==> src/rtl/pipe_stage_reg_pkg.sv <==
// Shared pipeline constants, stage-operation encoding and the per-cycle priority decode.
package pipe_stage_reg_pkg;

  localparam logic [31:0] PC_RESET   = 32'h0000_3000;
  localparam logic [31:0] NOP        = 32'h0000_0000;
  localparam logic [4:0]  REG_ZERO   = 5'd0;
  localparam int          EXC_CODE_W = 7;
  localparam int          DSLOT_W    = 1;
  localparam int          EXTRA_W_DEFAULT = EXC_CODE_W + DSLOT_W;

  typedef enum logic [1:0] {
    CELL_RESET  = 2'd0,
    CELL_BUBBLE = 2'd1,
    CELL_HOLD   = 2'd2,
    CELL_LOAD   = 2'd3
  } cell_op_e;

  function automatic cell_op_e cell_op(input logic reset, input logic flush, input logic stall);
    cell_op_e op;
    if (reset) begin
      op = CELL_RESET;
    end else if (flush) begin
      op = CELL_BUBBLE;
    end else if (stall) begin
      op = CELL_HOLD;
    end else begin
      op = CELL_LOAD;
    end
    return op;
  endfunction

endpackage

==> src/rtl/pipe_stage_cell.sv <==
// One pipeline register stage: reset, bubble, hold or load, all fields registered.
module pipe_stage_cell
  import pipe_stage_reg_pkg::*;
#(
  parameter int DATA_W  = 32,
  parameter int EXTRA_W = EXTRA_W_DEFAULT
) (
  input  logic               clk,
  input  cell_op_e           op,
  input  logic [31:0]        bubble_pc,
  input  logic               d_valid,
  input  logic [31:0]        d_pc,
  input  logic [31:0]        d_instr,
  input  logic [DATA_W-1:0]  d_data,
  input  logic [4:0]         d_wreg,
  input  logic [EXTRA_W-1:0] d_extra,
  output logic               q_valid,
  output logic [31:0]        q_pc,
  output logic [31:0]        q_instr,
  output logic [DATA_W-1:0]  q_data,
  output logic [4:0]         q_wreg,
  output logic [EXTRA_W-1:0] q_extra
);

  logic               valid_s, valid_r;
  logic [31:0]        pc_s, pc_r;
  logic [31:0]        instr_s, instr_r;
  logic [DATA_W-1:0]  data_s, data_r;
  logic [4:0]         wreg_s, wreg_r;
  logic [EXTRA_W-1:0] extra_s, extra_r;

  // Next-state select; an empty upstream slot still carries its PC forward.
  always_comb begin
    valid_s = valid_r;
    pc_s    = pc_r;
    instr_s = instr_r;
    data_s  = data_r;
    wreg_s  = wreg_r;
    extra_s = extra_r;
    case (op)
      CELL_RESET: begin
        valid_s = 1'b0;
        pc_s    = PC_RESET;
        instr_s = NOP;
        data_s  = {DATA_W{1'b0}};
        wreg_s  = REG_ZERO;
        extra_s = {EXTRA_W{1'b0}};
      end
      CELL_BUBBLE: begin
        valid_s = 1'b0;
        pc_s    = bubble_pc;
        instr_s = NOP;
        data_s  = {DATA_W{1'b0}};
        wreg_s  = REG_ZERO;
        extra_s = {EXTRA_W{1'b0}};
      end
      CELL_HOLD: begin
        valid_s = valid_r;
      end
      CELL_LOAD: begin
        if (d_valid) begin
          valid_s = 1'b1;
          pc_s    = d_pc;
          instr_s = d_instr;
          data_s  = d_data;
          wreg_s  = d_wreg;
          extra_s = d_extra;
        end else begin
          valid_s = 1'b0;
          pc_s    = d_pc;
          instr_s = NOP;
          data_s  = {DATA_W{1'b0}};
          wreg_s  = REG_ZERO;
          extra_s = {EXTRA_W{1'b0}};
        end
      end
      default: begin
        valid_s = valid_r;
      end
    endcase
  end

  // Stage state registers.
  always_ff @(posedge clk) begin
    valid_r <= valid_s;
    pc_r    <= pc_s;
    instr_r <= instr_s;
    data_r  <= data_s;
    wreg_r  <= wreg_s;
    extra_r <= extra_s;
  end

  assign q_valid = valid_r;
  assign q_pc    = pc_r;
  assign q_instr = instr_r;
  assign q_data  = data_r;
  assign q_wreg  = wreg_r;
  assign q_extra = extra_r;

endmodule

==> src/rtl/pipe_stage_reg.sv <==
// DEPTH-deep pipeline register with stall/flush and a registered occupancy count.
module pipe_stage_reg
  import pipe_stage_reg_pkg::*;
#(
  parameter int DEPTH   = 1,
  parameter int DATA_W  = 32,
  parameter int EXTRA_W = EXTRA_W_DEFAULT,
  localparam int OCC_W  = $clog2(DEPTH + 1)
) (
  input  logic               clk,
  input  logic               reset,
  input  logic               stall,
  input  logic               flush,
  input  logic [31:0]        flush_pc,
  input  logic               in_valid,
  input  logic [31:0]        in_pc,
  input  logic [31:0]        in_instr,
  input  logic [DATA_W-1:0]  in_data,
  input  logic [4:0]         in_wreg,
  input  logic [EXTRA_W-1:0] in_extra,
  output logic               out_valid,
  output logic [31:0]        out_pc,
  output logic [31:0]        out_instr,
  output logic [DATA_W-1:0]  out_data,
  output logic [4:0]         out_wreg,
  output logic [EXTRA_W-1:0] out_extra,
  output logic [OCC_W-1:0]   occupancy
);

  cell_op_e op_s;

  // Chain index 0 is the upstream slot; index i+1 is the output of stage i.
  logic               ch_valid_s [DEPTH+1];
  logic [31:0]        ch_pc_s    [DEPTH+1];
  logic [31:0]        ch_instr_s [DEPTH+1];
  logic [DATA_W-1:0]  ch_data_s  [DEPTH+1];
  logic [4:0]         ch_wreg_s  [DEPTH+1];
  logic [EXTRA_W-1:0] ch_extra_s [DEPTH+1];

  logic [OCC_W-1:0] occ_s, occ_r;

  assign op_s = cell_op(reset, flush, stall);

  assign ch_valid_s[0] = in_valid;
  assign ch_pc_s[0]    = in_pc;
  assign ch_instr_s[0] = in_instr;
  assign ch_data_s[0]  = in_data;
  assign ch_wreg_s[0]  = in_wreg;
  assign ch_extra_s[0] = in_extra;

  for (genvar g = 0; g < DEPTH; g++) begin : g_stage
    pipe_stage_cell #(
      .DATA_W  (DATA_W),
      .EXTRA_W (EXTRA_W)
    ) u_cell (
      .clk       (clk),
      .op        (op_s),
      .bubble_pc (flush_pc),
      .d_valid   (ch_valid_s[g]),
      .d_pc      (ch_pc_s[g]),
      .d_instr   (ch_instr_s[g]),
      .d_data    (ch_data_s[g]),
      .d_wreg    (ch_wreg_s[g]),
      .d_extra   (ch_extra_s[g]),
      .q_valid   (ch_valid_s[g+1]),
      .q_pc      (ch_pc_s[g+1]),
      .q_instr   (ch_instr_s[g+1]),
      .q_data    (ch_data_s[g+1]),
      .q_wreg    (ch_wreg_s[g+1]),
      .q_extra   (ch_extra_s[g+1])
    );
  end

  // Occupancy tracks entries entering minus the one leaving the last stage.
  always_comb begin
    occ_s = occ_r;
    case (op_s)
      CELL_RESET:  occ_s = {OCC_W{1'b0}};
      CELL_BUBBLE: occ_s = {OCC_W{1'b0}};
      CELL_HOLD:   occ_s = occ_r;
      CELL_LOAD:   occ_s = occ_r + OCC_W'(in_valid) - OCC_W'(ch_valid_s[DEPTH]);
      default:     occ_s = occ_r;
    endcase
  end

  // Occupancy register.
  always_ff @(posedge clk) begin
    occ_r <= occ_s;
  end

  assign occupancy = occ_r;
  assign out_valid = ch_valid_s[DEPTH];
  assign out_pc    = ch_pc_s[DEPTH];
  assign out_instr = ch_instr_s[DEPTH];
  assign out_data  = ch_data_s[DEPTH];
  assign out_wreg  = ch_wreg_s[DEPTH];
  assign out_extra = ch_extra_s[DEPTH];

endmodule

==> config.mk <==
export PLATFORM = sky130hd
export DESIGN_NAME = pipe_stage_reg
export DESIGN_NICKNAME = d
export VERILOG_FILES = /design/src/rtl/pipe_stage_reg_pkg.sv /design/src/rtl/pipe_stage_cell.sv /design/src/rtl/pipe_stage_reg.sv
export SDC_FILE = /design/constraint.sdc
export NUM_CORES = 1
export LEC_CHECK = 0
export BUFFER_PORTS_ARGS = -buffer_cell sky130_fd_sc_hd__buf_2
export CAP_MARGIN = 20
export CORE_UTILIZATION = 44
export DETAILED_ROUTE_END_ITERATION = 16
export PLACE_DENSITY = 0.8
export SLEW_MARGIN = 0
export SYNTH_ARGS = -nofsm -noshare
export SYNTH_HDL_FRONTEND = slang
export SYNTH_SLANG_ARGS = --single-unit
==> constraint.sdc <==
create_clock -name clk -period 3.89 [get_ports clk]
set_input_delay 0.1945 -clock clk [delete_from_list [all_inputs] [get_ports clk]]
set_output_delay 0.1945 -clock clk [all_outputs]
set_load 0.01 [all_outputs]
== Word level (Yosys, flattened, before mapping) ==
Index checks and enable logic that the tools add are counted.

* Register bits: 111
* Bits of input ports: 146
* Output and inout bits: 111
* Word-level logic and storage cells: 31

* Add/subtract/negate cells: 2
* Equal/unequal tests: 3
* Mux-type cells: 15
* Reduce and logical (&&, ||, !) cells: 4

{| class="wikitable"
|+ Operators with widths
! kind !! number
|-
| $pmux W32 S2 || 2
|-
| $pmux W32 S3 || 1
|-
| $mux W32 || 2
|-
| $pmux W8 S2 || 1
|-
| $pmux W5 S2 || 1
|-
| $mux W8 || 1
|-
| $mux W5 || 1
|-
| $eq A2 B2 Y1 const B || 2
|-
| $mux W2 || 2
|-
| $pmux W1 S2 || 2
|-
| $reduce_bool A3 Y1 || 1
|-
| $eq A2 B1 Y1 const B || 1
|-
| $logic_not A2 Y1 || 1
|-
| $mux W1 || 2
|-
| $reduce_bool A2 Y1 || 1
|-
| $reduce_or A2 Y1 || 1
|-
| $add A1 B1 Y1 || 1
|-
| $sub A1 B1 Y1 || 1
|}

== Logic depth before layout (Yosys ltp) ==
* Word-level depth: 6
* Mapped depth: 5
* Mapped depth without buffers: 2

== By module ==
From an unflattened synthesis, not the netlist that was laid out.

* Cells, all modules: 276
* Area, all modules: 4501.8 um2

{| class="wikitable"
|+ By module, submodules not included
! module !! times used !! cells each !! area an instance (um2) !! sequential area each (um2)
|-
| pipe_stage_cell || 1 || 269 || 4420.5 || 3303.2
|-
| pipe_stage_reg || 1 || 7 || 81.3 || 30.0
|}

== Worst setup path before layout ==
Ideal clock, no wire load.

* Path kind: input to register
* Start point: in flush
* End point: reg g_stage[0].u_cell.data_r[0], enable pin
* Library setup time: 0.473 ns
* Arrival time: 3.120 ns
* Required time: 3.417 ns
* Path slack: 0.296 ns
* Stages: 5
* Buffers on the path: 3
* Cell sequence: clkbuf_1 > buf_4 > buf_2 > nor2_1 > nand2_1

* Cells in the longest elaborated chain, start to end: 5
* Elaborated cells on any way between the ends: 7
* Classes of those cells: eq/ne: 2; mux: 2; reduce/logical: 3

{| class="wikitable"
|+ RTL lines
! item !! line !! RTL
|-
| start, declared || pipe_stage_reg.sv:13 || <nowiki>input logic flush,</nowiki>
|-
| $mux W2 (*) || pipe_stage_reg_pkg.sv:22 || <nowiki>end else if (flush) begin</nowiki>
|-
| $mux W2 (*) || pipe_stage_reg_pkg.sv:20 || <nowiki>if (reset) begin</nowiki>
|-
| $eq A2 B1 Y1 or $logic_not A2 Y1 (tied branches) || pipe_stage_cell.sv:40 || <nowiki>case (op)</nowiki>
|-
| $reduce_or A2 Y1 (no source line) || - ||
|-
| $reduce_bool A2 Y1 (no source line) (*) || - ||
|-
| end signal, assigned || pipe_stage_cell.sv:88 || <nowiki>data_r <= data_s;</nowiki>
|-
| end, declared || pipe_stage_cell.sv:28 || <nowiki>logic [DATA_W-1:0] data_s, data_r;</nowiki>
|}

Mark *: on every way between the ends. The rest lies on a longest branch, timed or not.
A chain may end at the register's enable or synchronous reset.

== Worst setup path in the final report ==
* Start point: in flush
* End point: reg g_stage[0].u_cell.pc_r[15], enable pin

* Cells in the longest elaborated chain, start to end: 4
* Elaborated cells on any way between the ends: 6
* Classes of those cells: eq/ne: 2; mux: 2; reduce/logical: 2

{| class="wikitable"
|+ RTL lines
! item !! line !! RTL
|-
| $mux W2 (*) || pipe_stage_reg_pkg.sv:22 ||
|-
| $mux W2 (*) || pipe_stage_reg_pkg.sv:20 ||
|-
| $eq A2 B1 Y1, or another cell as far along || pipe_stage_cell.sv:40 ||
|-
| $reduce_bool A3 Y1 (no source line) (*) || - ||
|-
| end signal, assigned || pipe_stage_cell.sv:86 || <nowiki>pc_r <= pc_s;</nowiki>
|-
| end, declared || pipe_stage_cell.sv:26 || <nowiki>logic [31:0] pc_s, pc_r;</nowiki>
|}

Marks and branches as above.

==> results.md <==
* Share of synthesized area spent on multiplexers at 0.2477%
* Final wirelength at 10.33 mm
* Max-slew violation count at 0
* Post-layout min period at 2.053 ns
* Mapped Nets at 458
* Number of placement rows at 36
* Number of vias per cell at 4.770
* Routed length on met2 at 5.201 mm
* Instance count after placement with tap cells included at 683
* Die Wd at 103.6 um
* Synth Area in Compound Gates at 3.633%
* Util after Layout at 61.99%
* Starting density of the core at 45.87%
* Number of antenna diodes at 0
* Starting DRC count in detailed routing at 163
* Multi-input combinational cell area at 1110 sq um
* Final-report setup violation count at 0
* Total via count in the routed design at 3325
* Status: finished, final reports clean
* Placement Setup Slack at 1.473 ns
* Final hold violation count at 0
* Most used cells in the layout excluding fill and tap cells: buf_2, edfxtp_1, and2_1, nand2_1, a21oi_1
* Synth Instances at 312
* Leakage power total at 0.002974 uW
* Setup TNS at 0 ns
* Dominant combinational cell family by area after synthesis: simple AND/OR/NAND/NOR gates
* Sequential cell area fraction in the yosys report at 73.33%
* I/O pin count at 257
* Reg power frac at 57.4%
* Post-cts resize count at 0
* Clock tree from TritonCTS: built
* #FFs+latches synth at 111
* Die footprint at 10740 sq um
* Number of different library cells in the post-synthesis netlist at 18
* Count of maximum capacitance violations at 0
* Initial DRT Pass Iterations at 4
* PortBufs at 256
* Fraction of the mapped netlist area in simple logic gates at 20.18%
* Switching power of the nets at 516.5 uW
* Cell-internal power at 1937 uW
* Relative contribution of the clock network to total power at 31.4%
* Highest metal layer used by the detailed router: met5
* Pin slew with the least headroom to its limit at 0.9614 ns
* Met3 routed wirelength at 780 um
* Proportion of total power due to net switching at 21.05%
* Cts bufs inserted at 9
* Proportion of layout cells with a drive suffix above 1 at 54.08%
* Synthesis-to-finish area growth at 35.15%
* Category of the critical setup timing path: in -> reg
* Mean instance size in the synthesized netlist at 14.57 sq um
* Clk_skew at 0.0001023 ns
* Worst min-delay path category: in -> reg
* Crit path launch type: input pin
* Core area at 9910 sq um
* Number of buffers on the longest clock path at 2
* Placed wire-length estimate after detailed placement at 7.453 mm
* Maximum resistive drop on vdd at 0.2301 mV
* Crit share post-route at 52.78%
* Overall global routing resource usage at 19.03%
* Remaining max-slew budget at the tightest pin at 35.91%
* Floorplan die height at 103.6 um
* RSZ-0062 raised after global routing: no
* Clock edge transition at the registers on the reported setup and hold paths at 0.10 ns
* Sequential cell area at 3333 sq um
* Post-CTS repair timing setup buffer count at 0
* Setup slack after layout at 1.837 ns
* Pin count of the biggest net entering global routing at 73
* Clock tree sinks at 111
* Post-Synth XOR/XNOR Area at 0.1927%
* Largest fanout on the critical path at 67
* Cts-stage hold buffer count at 0
* Number of warnings reported in the yosys synthesis log at 0
* Number of non-filler instances in the completed layout at 697
* DRC errors left at 0
* Arrival time of the worst setup path at 2.07 ns
* Crit. End Element: flip-flop
* Most common cell after layout, fill and taps aside: buf_2
* Comb pwr share at 11.2%
* Max H-tree Level at 3
* Post-synthesis share of cell area spent on full adders, half adders and majority gates at 0%
* Number of nets in the layout at 707
* Sum of overflow across all layers after global routing at 0
* Gpl congestion at 0.7571
* Netlist area before placement at 4546 sq um
* Latest clock arrival within the worst-skew pair at 0.35 ns
* Met1 wire length at 4.167 mm
* Number of antenna violations at the first check in global routing at 1
* Cell chosen for the clock root: clkbuf_8
* Total power draw at 2453 uW
* Global-route wire length before repair at 15.73 mm
* Required time of the critical path at 3.91 ns
* Routed WL per cell at 14.81 um
* Filler Cell Count at 813
* Power per standard cell area at 399.3 nW/um^2
* Fmax achieved at 487.1 MHz
* Vias in the first global route at 3277
* Count of nets left with antenna violations after detail routing at 0
-- flip-flops by register name, indices dropped and copies added (netlist names) --
name / cells
occupancy: 1
g_stage.u_cell.q_data: 32
g_stage.u_cell.q_extra: 8
g_stage.u_cell.q_instr: 32
g_stage.u_cell.q_wreg: 5
g_stage.u_cell.q_pc: 32
g_stage.u_cell.q_valid: 1
-- cell families (layout without fill, tap and decap cells) --
logic type,count (synthesis),after routing
AOI/OAI and AO/OA,32,32
xor gates and xnor gates,1,1
buffers and inverters,22,274
DFF,111,111
muxes,1,1
and+or+nand+nor,145,145
-- final cells by class --
class	count	area share (%)
multi-input combinational	179	18.07
clock inverter	5	1.609
clock buffer	9	2.016
tap	133	2.709
sequential	111	54.26
timing repair buffer	260	21.34
-- synth_stat cells --
| master | count | area, sq um |
|---|---|---|
| nor3_1 | 2 | 10.01 |
| nand2_1 | 31 | 116.4 |
| nor2b_1 | 2 | 12.51 |
| buf_6 | 2 | 22.52 |
| and2_1 | 77 | 481.7 |
| mux2_2 | 1 | 11.26 |
| a21oi_1 | 30 | 150.1 |
| xor2_1 | 1 | 8.760 |
| nor4b_4 | 1 | 23.77 |
| nor2_1 | 1 | 3.750 |
| or3b_1 | 1 | 8.760 |
| nor4_1 | 1 | 6.260 |
| edfxtp_1 | 111 | 3333 |
| buf_4 | 2 | 15.01 |
| clkbuf_1 | 14 | 52.55 |
| o21bai_1 | 2 | 15.01 |
| or3b_2 | 29 | 254.0 |
| buf_2 | 4 | 20.02 |
-- critical path, stage by stage --
cell and delay [ns]:
buf_2 0.72, nor2_1 0.16, nand2_4 0.49, buf_4 0.45
-- worst paths after layout --
kind | endpoint | start | cells after the start | slack (ns)
setup reg to reg | occupancy$_DFFE_PP_ | occupancy$_DFFE_PP_ | 2 | 2.72
hold reg to reg | occupancy$_DFFE_PP_ | occupancy$_DFFE_PP_ | 2 | 0.75
hold / removal | g_stage[0].u_cell.q_data[28]$_SDFFCE_PN0P_ | in_data[28] | 2 | 0.10
setup / recovery | g_stage[0].u_cell.q_pc[15]$_DFFE_PP_ | flush | 4 | 1.84
-- metrics by stage --
stage                     hold WS (ns)  cell area [sq um]
after global placement          0.4715               5921
after floorplan                 0.3927               4546
after detailed placement        0.4743               5921
after CTS                      0.07897               6143
after global routing           0.07841               6143
final                           0.1029               6143
-- power groups by stage --
| stage | sequential (uW) | combinational [uW] | clock, uW |
|---|---|---|---|
| after global routing | 1420 | 298 | 834 |
| after floorplan | 1480 | 74.0 | 0 |
| after global placement | 1430 | 272 | 0 |
| after CTS | 1410 | 277 | 790 |
| final | 1410 | 274 | 770 |
| after detailed placement | 1440 | 276 | 0 |
-- routing by layer --
layer	track usage, %	up-vias
met4	7.557	2
met1	21.88	1538
met2	33.08	171
li1	-	1597
met3	5.853	17
met5	0	-
Note: power is estimated with default switching activity, not from simulation.
